$ cat src/rtl/movement_pkg.sv
// Shared state codes and default tuning constants for the character motion block.
package movement_pkg;

  typedef enum logic [2:0] {
    ST_IDLE    = 3'd0,
    ST_WALK    = 3'd1,
    ST_JUMP    = 3'd2,
    ST_FALL    = 3'd3,
    ST_CLIMB   = 3'd4,
    ST_RESPAWN = 3'd5
  } move_state_t;

  localparam int XW_DEF       = 11;
  localparam int STEP_DIV_DEF = 50000;
  localparam int GRAV_DIV_DEF = 200000;
  localparam int JUMP_V0_DEF  = 6;
  localparam int VMAX_DEF     = 8;
  localparam int X_MIN_DEF    = 0;
  localparam int X_MAX_DEF    = 976;
  localparam int INIT_X_DEF   = 64;
  localparam int INIT_Y_DEF   = 700;

endpackage

$ cat src/rtl/tick_gen.sv
// Free-running 0..DIV-1 counter; tick is high while the count sits at DIV-1.
// hold freezes the count, clr restarts it from zero (clr wins over hold).
module tick_gen #(
  parameter int DIV = 4
) (
  input  logic clk,
  input  logic rst,
  input  logic hold,
  input  logic clr,
  output logic tick
);

  localparam int CW = (DIV > 1) ? $clog2(DIV) : 1;
  localparam logic [CW-1:0] CNT_MAX = CW'(DIV - 1);
  localparam logic [CW-1:0] CNT_ONE = CW'(1);

  logic [CW-1:0] cnt;

  assign tick = (cnt == CNT_MAX);

  always_ff @(posedge clk) begin
    if (rst || clr) begin
      cnt <= '0;
    end else if (!hold) begin
      cnt <= tick ? '0 : cnt + CNT_ONE;
    end
  end

endmodule

$ cat src/rtl/character_movement.sv
// Character motion FSM (walk/jump/fall/climb/respawn) with registered position and status.
// Define CHAR_MOVE_AIR_CONTROL_EN to allow left/right steering while airborne.
module character_movement
  import movement_pkg::*;
#(
  parameter int XW       = XW_DEF,
  parameter int STEP_DIV = STEP_DIV_DEF,
  parameter int GRAV_DIV = GRAV_DIV_DEF,
  parameter int JUMP_V0  = JUMP_V0_DEF,
  parameter int VMAX     = VMAX_DEF,
  parameter int X_MIN    = X_MIN_DEF,
  parameter int X_MAX    = X_MAX_DEF,
  parameter int INIT_X   = INIT_X_DEF,
  parameter int INIT_Y   = INIT_Y_DEF
) (
  input  logic          clk,
  input  logic          rst,
  input  logic          enable,
  input  logic          freeze,
  input  logic          left,
  input  logic          right,
  input  logic          jump,
  input  logic          up,
  input  logic          down,
  input  logic          hit,
  input  logic          ladder_ok,
  input  logic [XW-1:0] ladder_top,
  input  logic [XW-1:0] ladder_bot,
  input  logic [XW-1:0] ground_y,
  output logic [XW-1:0] xpos,
  output logic [XW-1:0] ypos,
  output logic [2:0]    mstate,
  output logic          on_ladder,
  output logic          airborne
);

  localparam int VPEAK = (JUMP_V0 > VMAX) ? JUMP_V0 : VMAX;
  localparam int VW    = $clog2(VPEAK + 1);

  localparam logic [XW-1:0] XMIN_C = XW'(X_MIN);
  localparam logic [XW-1:0] XMAX_C = XW'(X_MAX);
  localparam logic [XW-1:0] XINIT  = XW'(INIT_X);
  localparam logic [XW-1:0] YINIT  = XW'(INIT_Y);
  localparam logic [XW-1:0] X_ONE  = XW'(1);
  localparam logic [VW-1:0] V0_C   = VW'(JUMP_V0);
  localparam logic [VW-1:0] VMAX_C = VW'(VMAX);
  localparam logic [VW-1:0] V_ONE  = VW'(1);

  move_state_t   state, state_n;
  logic [XW-1:0] x_q, y_q, x_n, y_n, x_step, vel_x;
  logic [XW:0]   y_sum;
  logic [VW-1:0] vel, vel_n;
  logic          step_tick, grav_tick, tick_clr;
  logic          l, r, j, u, d;

  // Player commands are dead while the game is not running.
  assign l = left  & enable;
  assign r = right & enable;
  assign j = jump  & enable;
  assign u = up    & enable;
  assign d = down  & enable;

  assign vel_x = XW'(vel);
  assign y_sum = {1'b0, y_q} + {1'b0, vel_x};

  assign tick_clr = (state_n != state);

  tick_gen #(.DIV(STEP_DIV)) u_step (
    .clk(clk), .rst(rst), .hold(freeze), .clr(tick_clr), .tick(step_tick)
  );

  tick_gen #(.DIV(GRAV_DIV)) u_grav (
    .clk(clk), .rst(rst), .hold(freeze), .clr(tick_clr), .tick(grav_tick)
  );

  always_comb begin
    x_step = x_q;
    if (l && !r && (x_q > XMIN_C)) begin
      x_step = x_q - X_ONE;
    end else if (r && !l && (x_q < XMAX_C)) begin
      x_step = x_q + X_ONE;
    end
  end

  always_comb begin
    state_n = state;
    x_n     = x_q;
    y_n     = y_q;
    vel_n   = vel;
    if (hit) begin
      state_n = ST_RESPAWN;
      x_n     = XINIT;
      y_n     = YINIT;
      vel_n   = '0;
    end else if (!freeze) begin
      case (state)
        ST_RESPAWN: begin
          x_n     = XINIT;
          y_n     = YINIT;
          vel_n   = '0;
          state_n = ST_IDLE;
        end
        ST_IDLE: begin
          if (y_q < ground_y) begin
            state_n = ST_FALL;
            vel_n   = '0;
          end else if (j) begin
            state_n = ST_JUMP;
            vel_n   = V0_C;
          end else if ((u && ladder_ok && (y_q > ladder_top)) ||
                       (d && ladder_ok && (y_q < ladder_bot))) begin
            state_n = ST_CLIMB;
          end else if (l ^ r) begin
            state_n = ST_WALK;
          end
        end
        ST_WALK: begin
          if (y_q < ground_y) begin
            state_n = ST_FALL;
            vel_n   = '0;
          end else if (j) begin
            state_n = ST_JUMP;
            vel_n   = V0_C;
          end else if (l == r) begin
            state_n = ST_IDLE;
          end else if (step_tick) begin
            x_n = x_step;
          end
        end
        ST_JUMP: begin
`ifdef CHAR_MOVE_AIR_CONTROL_EN
          if (step_tick) x_n = x_step;
`endif
          if (grav_tick) begin
            y_n = (y_q >= vel_x) ? (y_q - vel_x) : '0;
            // The tick that spends the last unit of velocity is the apex.
            if (vel <= V_ONE) begin
              state_n = ST_FALL;
              vel_n   = '0;
            end else begin
              vel_n = vel - V_ONE;
            end
          end
        end
        ST_FALL: begin
`ifdef CHAR_MOVE_AIR_CONTROL_EN
          if (step_tick) x_n = x_step;
`endif
          if (grav_tick) begin
            y_n   = (y_sum > {1'b0, ground_y}) ? ground_y : y_sum[XW-1:0];
            vel_n = (vel >= VMAX_C) ? VMAX_C : (vel + V_ONE);
            if (y_n == ground_y) begin
              state_n = ST_IDLE;
              vel_n   = '0;
            end
          end
        end
        ST_CLIMB: begin
          if (!ladder_ok) begin
            state_n = ST_FALL;
            vel_n   = '0;
          end else if (u == d) begin
            state_n = ST_IDLE;
          end else if (u) begin
            if (y_q <= ladder_top) begin
              state_n = ST_IDLE;
            end else if (step_tick) begin
              y_n = y_q - X_ONE;
              if (y_n == ladder_top) state_n = ST_IDLE;
            end
          end else begin
            if (y_q >= ladder_bot) begin
              state_n = ST_IDLE;
            end else if (step_tick) begin
              y_n = y_q + X_ONE;
              if (y_n == ladder_bot) state_n = ST_IDLE;
            end
          end
        end
        default: state_n = ST_IDLE;
      endcase
    end
  end

  always_ff @(posedge clk) begin
    if (rst) begin
      state     <= ST_IDLE;
      x_q       <= XINIT;
      y_q       <= YINIT;
      vel       <= '0;
      on_ladder <= 1'b0;
      airborne  <= 1'b0;
    end else begin
      state     <= state_n;
      x_q       <= x_n;
      y_q       <= y_n;
      vel       <= vel_n;
      on_ladder <= (state_n == ST_CLIMB);
      airborne  <= (state_n == ST_JUMP) || (state_n == ST_FALL);
    end
  end

  assign xpos   = x_q;
  assign ypos   = y_q;
  assign mstate = state;

endmodule
$ cat config.mk
export PLATFORM = sky130hd
export DESIGN_NAME = character_movement
export DESIGN_NICKNAME = d
export VERILOG_FILES = /design/src/rtl/movement_pkg.sv /design/src/rtl/tick_gen.sv /design/src/rtl/character_movement.sv
export SDC_FILE = /design/constraint.sdc
export NUM_CORES = 1
export LEC_CHECK = 0
export BUFFER_PORTS_ARGS = -buffer_cell sky130_fd_sc_hd__buf_2
export CORE_UTILIZATION = 45
export DETAILED_ROUTE_END_ITERATION = 10
export SLEW_MARGIN = 20
export SYNTH_ARGS = -nofsm -noshare
export SYNTH_HDL_FRONTEND = slang
export SYNTH_SLANG_ARGS = --single-unit
$ cat constraint.sdc
create_clock -name clk -period 13.4 [get_ports clk]
set_clock_uncertainty 0.2 [all_clocks]
set_input_delay 4.02 -clock clk [delete_from_list [all_inputs] [get_ports clk]]
set_output_delay 4.02 -clock clk [all_outputs]
set_load 0.01 [all_outputs]
# Yosys cells after proc, flatten, opt, wreduce, memory -nomap -nowiden
# Cells that the tools add are included.
# totals
mem_bits_ro	0
ram_bits	0
n_memories	0
latch_bits	0
register_bits	65
in_bits	44
# op_classes
shift	0
order_cmp	11
add_sub_neg	10
eq_ne	30
n_bitwise	7
n_mux	53
reduce_logical	22
n_mul	0
n_div	0
# op_table
op	n
$mux 11	17
$mux 3	22
$pmux 11 s4	1
$eq 11x11->1	3
$mux 4	8
$add 11x1->11 const B	2
$lt 11x11->1	2
$pmux 11 s2	1
$sub 11x1->11 const B	2
$pmux 4 s5	1
$add 18x1->18 const B	1
$eq 18x18->1 const B	1
$mux 18	1
$add 16x1->16 const B	1
$eq 16x16->1 const B	1
$mux 16	1
$pmux 3 s5	1
$add 11x4->12	1
$eq 3x2->1 const B	4
$gt 12x11->1	1
$ne 2x2->1 const B	6
$ge 11x11->1	1
$ge 11x4->1	1
$gt 11x1->1 const B	1
29 further kinds	52

# Logic depth before layout (Yosys ltp)
# Gate-level depths: netlist of run 1.
# depth
word_depth	13
depth_mapped	19
ltp_nobuf	17

# Modules after synthesis
# A second synthesis of run 1 with hierarchy kept.
# hier_totals
cells_unflattened	915
area_unflattened_um2	7056.8
# by_module_without_submodules
module	area_each_um2	cells_per_inst	seq_area_each_um2	instances
character_movement	5376.4	727	620.6	1
tick_gen at u_grav	908.4	101	360.3	1
tick_gen at u_step	772.0	87	320.3	1

# Worst setup path before layout of run 1
# No wires, ideal clock.
# synth_timing
kind	input -> register
from	input port enable
to	register x_q[10], in the netlist xpos[10]
path_stages	15
n_path_buf	1
arrival_ns	7.604
setup_slack_ns	5.522
setup_time_ns	0.074
cell_sequence	clkbuf_1 and2_1 ha_1 inv_1 a41oi_1 ha_1 a21o_1 a21oi_1 o21bai_1 a2111oi_0 o31ai_1 a21oi_1 xor2_1 or4_1 a31oi_1
# synth_between
elab_chain_cells	10
elab_cells_between_ends	20
classes_between	eq/ne (4); mux (6); bitwise (3); reduce/logical (7)
# synth_lines
element	line_no	text
from (decl)	character_movement.sv:18	input logic enable,
$and 1x1->1	character_movement.sv:58	assign r = right & enable;
$logic_not 1->1	character_movement.sv:78	if (l && !r && (x_q > XMIN_C)) begin
$logic_and 1x1->1 (2 in series)	character_movement.sv:78	
$mux 11	character_movement.sv:78	
$mux 11	character_movement.sv:126	end else if (step_tick) begin
$mux 11	character_movement.sv:124	end else if (l == r) begin
$mux 11	character_movement.sv:121	end else if (j) begin
$mux 11	character_movement.sv:118	if (y_q < ground_y) begin
$pmux 11 s2	character_movement.sv:96	case (state)
to (signal assigned)	character_movement.sv:195	x_q <= x_n;
to (decl)	character_movement.sv:50	logic [XW-1:0] x_q, y_q, x_n, y_n, x_step, vel_x;
# Parallel ways exist; a longest one is shown, timed or not. The select of a mux whose other input is x is not followed.
# A chain may end at the register's enable or synchronous reset.

# Worst setup path after layout of run 1
# Same ends and word-level chain as after synthesis.

==> key figures, run 1 <==
Critical path
  • R2R depth: 18
  • Data arrival time of the worst path: between 7 and 8 ns
  • CP delay by family, top: compound AO/OA/AOI/OAI gates
  • Worst r2r src: vel[1]$_SDFFE_PP0P_
  • CP peak stage delay: ~0.62 ns
  • Startpoint types: input port
  • Worst Path Required: approximately 13 ns
  • R2r setup slk: approximately 7.6 ns
  • Max FO, Critical Path: 12
  • Worst setup EP type: flop
  • Slowest-stage cell, CP: a2111oi_0
  • Crit-path cells: buf_2 > and2_1 > ha_1 > inv_1 > a41oi_2 > ha_1 > a21o_1 > a21oi_1 > o21bai_1 > a2111oi_0 > o31ai_1 > a21oi_1 > xor2_1 > or4_1 > a31oi_1
  • Reg2reg end: u_step.cnt[9]$_SDFFE_PP0N_
  • Buf/Inv on CP: 2
  • Worst Path Class, Setup: in -> reg

Die
  • Starting Density: between 40% and 50%
  • Die area: ~16,000 sq um
  • DIE WIDTH: about 130 um
  • Die Height: roughly 130 um
  • Core Area: 14,640 sq um
  • Std cell rows: 44
  • Io pins: between 70 and 80

Layout
  • Area grow syn2layout: 11.83%
  • Nets@finish: 1,065
  • Fin area: 7616 sq um
  • Area of the multi-input gates: 5125 sq um
  • Final std cells w/o fill: approximately 1,100
  • Layout cells sized above 1: about an eighth
  • Ant diodes: 0
  • Utilization after layout: between 50% and 60%
  • # fillers: around 1,500
  • Sequential cell area: 1301 sq um

Synthesis
  • EDFF count, synth: 0
  • Ys async rst share: 0%
  • Largest area contributor in the netlist: dfxtp_1
  • Synth warn: 0
  • Mapped Cells: between 800 and 900
  • Synthesized flop and latch total: between 60 and 70
  • Post-synthesis sequential area ratio: 19.11%
  • Synth top area share: 19.11%
  • Synth Cell Area: just under 7000 sq um
  • Synth cell count leaders: ha_1 (69), nand2_1 (69), dfxtp_1 (65)
  • Synth cell types: between 70 and 80
  • Synthesized net count: 1,015
  • Ys flop type: dfxtp_1
  • Synth area leaders: dfxtp_1 (19%), ha_1 (13%), xnor2_1 (5.9%)
  • Syn Area/Cell: between 7 and 8 sq um

Routing
  • First-iteration detailed-routing DRC count: 512
  • Drt wl/cell: between 15 and 20 um
  • DRT Wirelength: 19.12 mm
  • Vias: around 6,700
  • ANT nets after route: 0
  • Drt drc: 10
  • Via density: between 5 and 6
  • DR pass1 iterations: 8

Clock network
  • Hold bufs inserted after CTS: 0
  • CTS root buf: clkbuf_16
  • Post-CTS setup buffer count: 0
  • Cts bufs inserted: 9
  • Clk sinks: 65
  • H-tree depth: 3
  • Post-CTS Resized: 0
  • Clk pin slew, worst setup/hold paths: 0.06 ns
  • TritonCTS clock tree: yes
  • Clk buf depth: 2
  • Worst skew pair latency: around 0.34 ns

Power and ir drop
  • P_sw: between 0.00015 and 0.0002 W
  • PnR Total Power: 0.0005652 W
  • Switch share: 28.78%
  • Pwr dens: around 74 nW/um^2
  • Clock network fraction of total power: 45.1%
  • Internal: 0.0004025 W
  • Power share of the sequential group: 35.5%
  • LEAKAGE: slightly above 3 nW
  • Peak supply drop: approximately 77 uV
  • Combinational Power Share: just under 20%

Placement
  • DP Area: around 7300 sq um
  • Post-DP HPWL: between 10 and 15 mm
  • Placed instance count: around 1,100
  • GPL Wtd Cong: between 0.8 and 0.9
  • Port Buffer Count: 70

Min path
  • Hold Crit Endpoint: xpos[3]$_SDFFE_PP0P_
  • Hold Crit Class: reg -> reg
  • Hold path start: xpos[3]$_SDFFE_PP0P_
  • Hold Crit Depth: 2

GRT
  • Total gr overflow: 0
  • Number of global-route vias before repair: roughly 6,200
  • Pin count of the biggest net entering global routing: 35
  • Initial antenna violation count: 0
  • Gr usage total: 24.58%
  • First-pass GRT wire length: 31.49 mm

Timing
  • Pins Over Slew Limit: 0
  • Final min period: between 7 and 8 ns
  • # setup viols final: 0
  • Final hold violation count: 0
  • Setup TNS: 0 ns
  • RSZ-0062 raised after global routing: false
  • Measured slew at the worst slew-check pin: approximately 0.86 ns
  • Final period util: 57.69%
  • Slew margin rel.: 42.71%
  • Fmax: between 100 and 150 MHz

Run
  • Max-cap viol count: 0

Run status
  • Status: finished, violations left
  • Failing checks: design-rule violations
==> per-layer routing <==
| metal | global-route usage, % | up-vias | wire length, um |
|---|---|---|---|
| met5 | 0 | - | 0 |
| met1 | 33.44 | 3120 | 9118 |
| met3 | 3.680 | 13 | 860 |
| met4 | 4.591 | 0 | 165 |
| li1 | - | 3415 | - |
| met2 | 41.34 | 166 | 8976 |
==> area by class of cell <==
cell class | instances | share of cell area (%)
inverters | 55 | 2.711
clock inverters | 6 | 1.199
multi-input cells | 737 | 67.29
clock buffers | 10 | 3.006
flip-flops and latches | 65 | 17.09
repair buffers | 81 | 5.684
well taps | 184 | 3.023
==> tightest hold or removal path, stage by stage, from the launching register on <==
cell	delay (ns)
dfxtp_1	0.33
nand2_1	0.06
a21oi_1	0.05
==> cell families after synthesis <==
kind of cell | Yosys count | synth area share, %
xor+xnor | 83 | 11.08
mux | 16 | 2.443
flops | 65 | 19.11
simple gates | 350 | 26.70
fa+ha+maj | 72 | 13.56
buf+inv | 97 | 5.751
compound gates | 216 | 21.37
==> through the flow <==
stage,hold slack [ns],setup WS (ns)
after global routing,0.3170,5.291
after detailed placement,0.2848,5.047
after CTS,0.2933,5.379
after floorplan,0.2747,5.522
after global placement,0.2841,5.132
final,0.2852,5.670
==> layout by cell type, fill, tap and decap left out, drive strengths merged, types with 40 or more instances in the layout <==
cell type	n
a21oi	62
buf	81
dfxtp	65
ha	69
inv	56
nand2	69
nand3	40
nor2	64
nor3	50
xnor2	46
==> sequential cells by signal, indices dropped and copies added (netlist names) <==
signal / count
mstate: 3
u_grav.cnt: 18
on_ladder: 1
xpos: 11
u_step.cnt: 16
airborne: 1
vel: 4
ypos: 11
==> power by group through the flow <==
stage | registers [W] | logic [W] | clock network (W)
6_report | 0.000201 | 0.000109 | 0.000255
5_1_grt | 0.000201 | 0.000122 | 0.000267
3_5_place_dp | 0.000205 | 0.000108 | 0
2_1_floorplan | 0.000202 | 0.0000785 | 0
3_3_place_gp | 0.000205 | 0.000108 | 0
4_1_cts | 0.000201 | 0.000109 | 0.000260
==> worst max-delay path by stage <==
stage	start	end	slack [ns]	depth (start not counted)
after CTS	enable	xpos[10]$_SDFFE_PP0P_	5.38	15
after global placement	enable	xpos[10]$_SDFFE_PP0P_	5.13	15
after detailed placement	enable	xpos[10]$_SDFFE_PP0P_	5.05	15
final	enable	xpos[10]$_SDFFE_PP0P_	5.67	15
after global routing	enable	xpos[10]$_SDFFE_PP0P_	5.29	15
after floorplan	enable	xpos[10]$_SDFFE_PP0P_	5.52	15
No activity file was read; power rests on OpenSTA's default activity.
==> run 2, diff against run 1 <==
==> constraint.sdc (replaced) <==
create_clock -name clk -period 7.3 [get_ports clk]
set_clock_uncertainty 0.2 [all_clocks]
set_input_delay 2.19 -clock clk [delete_from_list [all_inputs] [get_ports clk]]
set_output_delay 2.19 -clock clk [all_outputs]
set_load 0.01 [all_outputs]
==> key figures, run 2 (synthesis gave the netlist of run 1 again) <==
Clock network
  • CTS root buf: clkbuf_16
  • H-tree depth: 3
  • Clk buf depth: 2
  • Clk sinks: 65
  • Hold bufs inserted after CTS: 0
  • Post-CTS setup buffer count: 0
  • Post-CTS Resized: 0
  • Worst skew pair latency: 0.35 ns
  • Clk pin slew, worst setup/hold paths: 0.06 ns
  • TritonCTS clock tree: yes
  • Cts bufs inserted: 9

Critical path
  • Max FO, Critical Path: 34
  • Data arrival time of the worst path: ~5.8 ns
  • Worst setup EP type: flop
  • Worst r2r src: ypos[1]$_SDFFE_PP0P_
  • Startpoint types: flop
  • Worst setup path endpoint: u_grav.cnt[3]$_SDFFE_PP0N_
  • R2R depth: 16
  • Worst Path Class, Setup: reg -> reg
  • Reg2reg end: u_grav.cnt[3]$_SDFFE_PP0N_
  • Worst Path Required: 7.34 ns
  • CP startpoint: ypos[1]$_SDFFE_PP0P_
  • R2r setup slk: ~1.6 ns

Timing
  • Final min period: 5.721 ns
  • Measured slew at the worst slew-check pin: 0.8849 ns
  • Fmax: ~170 MHz
  • Final period util: 78.37%
  • Pins Over Slew Limit: 0
  • # setup viols final: 0
  • Final hold violation count: 0
  • Slew margin rel.: between 40% and 50%
  • RSZ-0062 raised after global routing: false
  • Setup TNS: 0 ns

Routing
  • DRT Wirelength: about 19 mm
  • ANT nets after route: 0
  • First-iteration detailed-routing DRC count: just under 500
  • Vias: slightly below 7,000
  • Via density: just under 6
  • Drt wl/cell: ~17 um
  • DR pass1 iterations: 8
  • Drt drc: 11

Power and ir drop
  • Pwr dens: approximately 140 nW/um^2
  • LEAKAGE: between 3 and 4 nW
  • PnR Total Power: 0.001026 W
  • Peak supply drop: around 180 uV

GRT
  • Gr usage total: between 20% and 30%
  • First-pass GRT wire length: 31.64 mm
  • Pin count of the biggest net entering global routing: 35
  • Number of global-route vias before repair: 6,286
  • Initial antenna violation count: 0
  • Total gr overflow: 0

Layout
  • Area grow syn2layout: 11.35%
  • # fillers: 1,480
  • Most common cell after layout, fill and taps aside: buf_2
  • Final std cells w/o fill: 1,136
  • Fin area: 7584 sq um
  • Nets@finish: between 1,000 and 1,500
  • Max reg flops: 18
  • Most frequent cells in the layout: buf_2 (70), nand2_1 (69), ha_1 (69), dfxtp_1 (65), nor2_1 (64)
  • Biggest regs: u_grav.cnt: 18 flops, u_step.cnt: 16 flops
  • Layout cells sized above 1: 11.87%
  • Ant diodes: 0
  • Most flops, register: u_grav.cnt

Min path
  • Hold Crit Class: reg -> reg

Placement
  • Post-DP HPWL: approximately 14 mm
  • GPL Wtd Cong: roughly 0.85
  • DP Area: between 7000 and 8000 sq um
  • Placed instance count: 1,120
  • Port Buffer Count: 70

Die
  • Std cell rows: 44
  • Io pins: slightly above 70
  • DIE WIDTH: 125.0 um
  • Die Height: ~130 um
  • Core Area: between 10,000 and 15,000 sq um
  • Die area: roughly 16,000 sq um
  • Starting Density: between 40% and 50%

Run
  • Max-cap viol count: 0

Run status
  • Failing checks: design-rule violations
  • Status: finished, violations left
## run 2: cell count changes in the layout (fill, tap and decap cells not counted), sizes merged
cell / before / now
clkinv: 3 / 0
buf: 81 / 79
clkinvlp: 0 / 2
inv: 56 / 59
clkbuf: 10 / 9
bufinv: 2 / 1
## run 2: metal layers
| layer | GRT usage, % | share of wire, % | wire length (um) | vias up |
|---|---|---|---|---|
| li1 | - | - | - | 3411 |
| met1 | 32.64 | 47 | 8865 | 3116 |
| met2 | 42.26 | 46 | 8860 | 212 |
| met3 | 4.835 | 5.8 | 1110 | 27 |
| met4 | 5.524 | 1.2 | 223 | 0 |
| met5 | 0 | 0 | 0 | - |
## run 2: worst min path at each step
stage | slack (ns) | startpoint | cells after the start | end
after floorplan | 0.27 | u_grav.cnt[0]$_SDFFE_PP0N_ | 2 | u_grav.cnt[0]$_SDFFE_PP0N_
after global placement | 0.29 | xpos[2]$_SDFFE_PP0P_ | 2 | xpos[2]$_SDFFE_PP0P_
after detailed placement | 0.29 | xpos[3]$_SDFFE_PP0P_ | 2 | xpos[3]$_SDFFE_PP0P_
after CTS | 0.30 | xpos[3]$_SDFFE_PP0P_ | 2 | xpos[3]$_SDFFE_PP0P_
after global routing | 0.33 | xpos[2]$_SDFFE_PP0P_ | 2 | xpos[2]$_SDFFE_PP0P_
final | 0.29 | xpos[3]$_SDFFE_PP0P_ | 2 | xpos[3]$_SDFFE_PP0P_
## run 2: report_power, final
part	switching, W	internal, W	leakage [nW]	total (W)
registers	0.0000103	0.000358	0.525	0.000369
logic	0.000121	0.0000798	2.35	0.000201
clock network	0.000185	0.000271	0.146	0.000456
## run 2: cell type report
| class | count | area (sq um) | area share [%] |
|---|---|---|---|
| Clock buffer | 9 | 225.2 | 2.970 |
| Sequential cell | 65 | 1301 | 17.16 |
| Inverter | 55 | 206.4 | 2.722 |
| Timing Repair Buffer | 79 | 417.9 | 5.511 |
| Clock inverter | 7 | 85.08 | 1.122 |
| Tap cell | 184 | 230.2 | 3.036 |
| Multi-Input combinational cell | 737 | 5117 | 67.48 |
## run 2: through the flow
stage / utilization [%] / hold WS [ns] / setup WS, ns
after global routing: 51.79 / 0.3289 / 1.144
after floorplan: - / 0.2747 / 1.252
final: 51.79 / 0.2924 / 1.579
after global placement: 49.67 / 0.2876 / 1.406
after CTS: 51.79 / 0.2959 / 1.596
after detailed placement: 49.67 / 0.2877 / 1.364
## run 2: worst max-delay path: stages (launching register included)
cell,delay [ns]
dfxtp_1,0.75
ha_1,0.38
nor3b_1,0.36
o31ai_1,0.21
a21boi_1,0.38
nand2_1,0.13
xnor2_1,0.24
ha_1,0.29
nand3_1,0.14
nor3_1,0.09
a21boi_0,0.14
or4_1,0.52
a32oi_1,0.24
o211ai_2,0.25
a31oi_1,0.28
nand3_2,0.57
nor4_1,0.45
